--- src/rtl/spu_pkg.sv ---
// Shared types and constants for the SPU writeback/forwarding slice.
package spu_pkg;
    localparam int SPU_REG_W    = 7;
    localparam int SPU_QW       = 128;
    localparam int SPU_RD_PORTS = 6;

    typedef struct packed {
        logic                 valid;
        logic [SPU_REG_W-1:0] reg_addr;
        logic [SPU_QW-1:0]    data;
        logic [2:0]           lat;
    } wb_slot_t;

    // Latency codes below the fastest unit's latency are raised to it.
    function automatic logic [2:0] clamp_lat(input logic [2:0] lat, input int lat_min);
        return (lat < 3'(lat_min)) ? 3'(lat_min) : lat;
    endfunction
endpackage

--- src/rtl/spu_fwd_match.sv ---
// One read port's search of the in-flight slots: youngest match wins.
// SPU_WB_FWD_EN selects full forwarding; without it any match is a stall.
module spu_fwd_match
    import spu_pkg::*;
#(
    parameter int DEPTH = 7
) (
    input  wb_slot_t [DEPTH-1:0][1:0] slots,
    input  logic [SPU_REG_W-1:0]      rd_reg,
    input  logic                      rd_used,
    output logic                      hit,
    output logic [SPU_QW-1:0]         data,
    output logic                      pending
);
    logic found;
`ifdef SPU_WB_FWD_EN
    logic              ready;
    logic [SPU_QW-1:0] sel_data;
`else
    logic              unused_fields;
`endif

    // Walk oldest to youngest, lane 0 before lane 1, so the last match is the winner.
    always_comb begin
        found = 1'b0;
`ifdef SPU_WB_FWD_EN
        ready    = 1'b0;
        sel_data = '0;
`endif
        for (int k = DEPTH - 1; k >= 0; k--) begin
            for (int l = 0; l < 2; l++) begin
                if (slots[k][l].valid && (slots[k][l].reg_addr == rd_reg)) begin
                    found = 1'b1;
`ifdef SPU_WB_FWD_EN
                    ready    = (k + 1) >= int'(slots[k][l].lat);
                    sel_data = slots[k][l].data;
`endif
                end
            end
        end
    end

`ifdef SPU_WB_FWD_EN
    assign hit     = rd_used & found & ready;
    assign data    = hit ? sel_data : '0;
    assign pending = rd_used & found & ~ready;
`else
    assign unused_fields = ^slots;
    assign hit           = 1'b0;
    assign data          = '0;
    assign pending       = rd_used & found;
`endif
endmodule

--- src/rtl/spu_wb_forward.sv ---
// Dual-issue 7-stage retirement pipeline with RF writeback and operand forwarding.
// Define SPU_WB_FWD_EN for forwarding; otherwise reads interlock until RF write.
module spu_wb_forward
    import spu_pkg::*;
#(
    parameter int DEPTH   = 7,
    parameter int LAT_MIN = 2
) (
    input  logic                                    clk,
    input  logic                                    reset,
    input  logic [1:0]                              res_valid,
    input  logic [1:0][SPU_REG_W-1:0]               res_reg,
    input  logic [1:0][SPU_QW-1:0]                  res_data,
    input  logic [1:0][2:0]                         res_lat,
    input  logic [SPU_RD_PORTS-1:0][SPU_REG_W-1:0]  rd_reg,
    input  logic [SPU_RD_PORTS-1:0]                 rd_used,
    output logic [SPU_RD_PORTS-1:0]                 fwd_hit,
    output logic [SPU_RD_PORTS-1:0][SPU_QW-1:0]     fwd_data,
    output logic                                    stall,
    output logic [1:0]                              rf_we,
    output logic [1:0][SPU_REG_W-1:0]               rf_waddr,
    output logic [1:0][SPU_QW-1:0]                  rf_wdata
);
    wb_slot_t [DEPTH-1:0][1:0]    slots_q;
    wb_slot_t [DEPTH-1:0][1:0]    slots_d;
    logic [SPU_RD_PORTS-1:0]      pending;
    logic                         same_dst;

    always_comb begin
        slots_d = slots_q;
        for (int k = DEPTH - 1; k > 0; k--) begin
            slots_d[k] = slots_q[k-1];
        end
        for (int n = 0; n < 2; n++) begin
            slots_d[0][n].valid    = res_valid[n];
            slots_d[0][n].reg_addr = res_reg[n];
            slots_d[0][n].data     = res_data[n];
            slots_d[0][n].lat      = clamp_lat(res_lat[n], LAT_MIN);
        end
        if (reset) begin
            for (int k = 0; k < DEPTH; k++) begin
                for (int n = 0; n < 2; n++) begin
                    slots_d[k][n].valid = 1'b0;
                end
            end
        end
    end

    always_ff @(posedge clk) begin
        slots_q <= slots_d;
    end

    for (genvar gi = 0; gi < SPU_RD_PORTS; gi++) begin : g_port
        spu_fwd_match #(.DEPTH(DEPTH)) u_match (
            .slots   (slots_q),
            .rd_reg  (rd_reg[gi]),
            .rd_used (rd_used[gi]),
            .hit     (fwd_hit[gi]),
            .data    (fwd_data[gi]),
            .pending (pending[gi])
        );
    end

    assign stall = |pending;

    // p1 is later in program order, so it owns the register on a same-stage collision.
    assign same_dst = slots_q[DEPTH-1][0].valid & slots_q[DEPTH-1][1].valid &
                      (slots_q[DEPTH-1][0].reg_addr == slots_q[DEPTH-1][1].reg_addr);

    always_comb begin
        rf_we[0] = slots_q[DEPTH-1][0].valid & ~same_dst;
        rf_we[1] = slots_q[DEPTH-1][1].valid;
        for (int n = 0; n < 2; n++) begin
            rf_waddr[n] = rf_we[n] ? slots_q[DEPTH-1][n].reg_addr : '0;
            rf_wdata[n] = rf_we[n] ? slots_q[DEPTH-1][n].data     : '0;
        end
    end
endmodule

--- config.mk ---
export PLATFORM = sky130hd
export DESIGN_NAME = spu_wb_forward
export DESIGN_NICKNAME = d
export VERILOG_FILES = /design/src/rtl/spu_pkg.sv /design/src/rtl/spu_fwd_match.sv /design/src/rtl/spu_wb_forward.sv
export SDC_FILE = /design/constraint.sdc
export NUM_CORES = 2
export LEC_CHECK = 0
export BUFFER_PORTS_ARGS = -buffer_cell sky130_fd_sc_hd__clkbuf_2
export CAP_MARGIN = 10
export CORE_AREA = 8 8 528 530
export CTS_BUF_LIST = sky130_fd_sc_hd__clkbuf_8
export CTS_CLUSTER_SIZE = 16
export DETAILED_ROUTE_END_ITERATION = 12
export DIE_AREA = 0 0 536 538
export GPL_ROUTABILITY_DRIVEN = 0
export SETUP_SLACK_MARGIN = 0.5
export SYNTH_ARGS = -nofsm -noshare
export SYNTH_HDL_FRONTEND = slang
export SYNTH_HIERARCHICAL = 1
export SYNTH_SLANG_ARGS = --single-unit
--- constraint.sdc ---
create_clock -name clk -period 2.1 [get_ports clk]
set_input_delay 0 -clock clk [delete_from_list [all_inputs] [get_ports clk]]
set_output_delay 0 -clock clk [all_outputs]
set_load 0.05 [all_outputs]
==> summary.txt <==
die width = 536 µm
worst-margin pin slew = 0.644 ns
Hold WS = 0.278 ns
Leakage = 33.9 nW
final worst path period share = 1.48
Nets = 6087
RSZ-0062 raised after global routing = true
max_cap viols = 0
cell count after synthesis = 4108
GRT overflow = 0
final wirelength = 190 mm
CTS root buf = clkbuf_8
failing checks = negative setup slack
Worst Slack Setup Final = -1.00 ns
Area Overhead vs Synth = 46.2%
Max-slew headroom = 0.571
estimated wirelength of the detail-placed design = 124 mm
WL/cell = 19.8 µm
R2R Path Start = slots_q[277]
critical path arrival = 3.10 ns
Vias per Instance = 3.39
fill cell count = 26.6k
FF-to-FF setup slack = 1.19 ns
cts bufs inserted = 310
FF-to-FF End = slots_q[555]
clock-pin slew on the worst setup and hold paths = 0.07 ns
initial core utilization = 0.202
Final ANT Viol Nets = 0
first-pass GRT wire length = 254 mm
Critical Path End Type = output pin
worst hold stages = 3
R2R depth = 1
Final TNS setup = -113.72 ns
Max VDD drop = 776 µV
CTS tree = yes
max-slew violation count = 0
Clock Tree Buf Depth = 4
area of the core = 270000 µm²
die area = 288000 µm²
Hold WC Path Type = in2reg
DR pass1 iterations = 5
setup violators final = 273
share of layout cells above drive strength 1 = 0.293
vias post-DR = 32.4k
yosys warns = 6
status = finished with violations
clk sinks = 1904
Clock Skews = 0.0753 ns
Syn Area/Cell = 13.3 µm²
crit path kind = reg2out
chip height = 538 µm
largest net degree at the start of global routing = 105
drc violations = 0
min Tclk post-route = 3.10 ns
initial antenna violation count = 80
Final Hold Vio Count = 0
Hold Path Origin = res_data[122]
CP Max Fanout = 5
I/O pin count = 1375
starting DRC count in detailed routing = 1852
Skew-Pair Late Insertion Delay = 0.92 ns
FMAX = 322 MHz
DP Worst Slack = -0.332 ns
Rows = 191
vias in the first global route = 34.9k
GRT Total Usage = 0.121
power per standard cell area = 990 nW/µm²
crit start category = register
Worst EP required = 2.10 ns
Port Buffers = 594
Post-Syn Area = 54600 µm²
Hold Crit Endpoint = slots_d[403]
H-Tree Level Count = 5
==> critical path: stages, from the launching register on <==
cell	delay, ns
dfxtp_4	0.41
buf_4	0.18
xor2_1	0.16
nor4_1	0.09
nand4_1	0.14
o2111ai_4	0.21
o41a_1	0.40
nor4_4	0.22
nand2_2	0.17
buf_12	0.19
==> per-layer routing <==
metal  part of all wire  GRT usage
met5            0.00028          0
met1               0.41      0.148
met2               0.47      0.196
met4              0.040     0.0544
met3              0.077     0.0351
==> metrics by stage <==
| step | utilization | power (W) | cell area, µm² | instances |
|---|---|---|---|---|
| floorplan | - | 0.0449 | 58000 | 4876 |
| global placement | 0.228 | 0.0452 | 61500 | 8361 |
| detailed placement | 0.228 | 0.0453 | 61500 | 8361 |
| CTS | 0.292 | 0.0794 | 78800 | 9520 |
| global route | 0.296 | 0.0822 | 79700 | 9565 |
| finish | 0.296 | 0.0789 | 79800 | 9575 |
==> cell usage in the layout (no fill, tap or decap), types with 4 or more instances in the layout <==
cell type / n
a21oi_2: 58
nand4_1: 108
clkbuf_16: 87
a21oi_4: 77
o2111ai_2: 5
dfxtp_4: 41
inv_1: 79
and2_4: 133
inv_6: 14
xnor2_1: 229
o41a_1: 6
clkinv_2: 26
buf_16: 43
dfxtp_2: 28
nor2b_1: 14
xor2_2: 11
clkinvlp_4: 6
conb_1: 774
diode_2: 31
o2111ai_1: 11
inv_12: 4
o21ai_0: 6
clkbuf_2: 321
buf_6: 35
buf_8: 128
nor4_1: 60
dfxtp_1: 1835
clkbuf_8: 375
buf_12: 154
bufinv_16: 14
nor2_1: 61
buf_4: 174
nand2_1: 135
dlygate4sd3_1: 547
xor2_1: 353
==> power breakdown <==
group | internal [W] | switching, W
logic | 0.00213 | 0.00474
registers | 0.0381 | 0.000934
clock network | 0.0180 | 0.0151
total | 0.0582 | 0.0207
==> state kept, by name, summed over array words and instances, names as in the netlist <==
register  count
slots_d    1620
rf_we         1
slots_q     283
==> worst max path at each step <==
stage	endpoint	slack (ns)	depth (start not counted)	startpoint
floorplan	rf_wdata[10]	0.26	5	slots_q[1938]
global placement	stall	-0.34	10	rd_reg[24]
detailed placement	stall	-0.33	10	rd_reg[27]
CTS	stall	-1.15	7	slots_d[1243]
global route	stall	-1.18	9	slots_d[1104]
finish	stall	-1.00	9	slots_q[1940]
==> repair_timing <==
action | 4_1_cts | 5_1_grt
pin swaps | 9 | 13
endpoints found under the hold margin | 284 | 0
gates cloned | 35 | 4
gates resized for setup | 834 | 295
setup buffers | 50 | 20
hold buffers | 547 | 0
endpoints found under the setup margin | 273 | 273
==> layout make-up <==
class | instances | area (µm²) | area share
flip-flops and latches | 1904 | 38300 | 0.480
repair buffers | 1491 | 17200 | 0.215
multi-input cells | 2052 | 13400 | 0.168
clock buffers | 374 | 5150 | 0.0645
well taps | 3570 | 4470 | 0.0560
clock inverters | 153 | 1170 | 0.0147
diodes | 31 | 77.6 | 0.000973
Note: power is estimated with default switching activity, not from simulation.
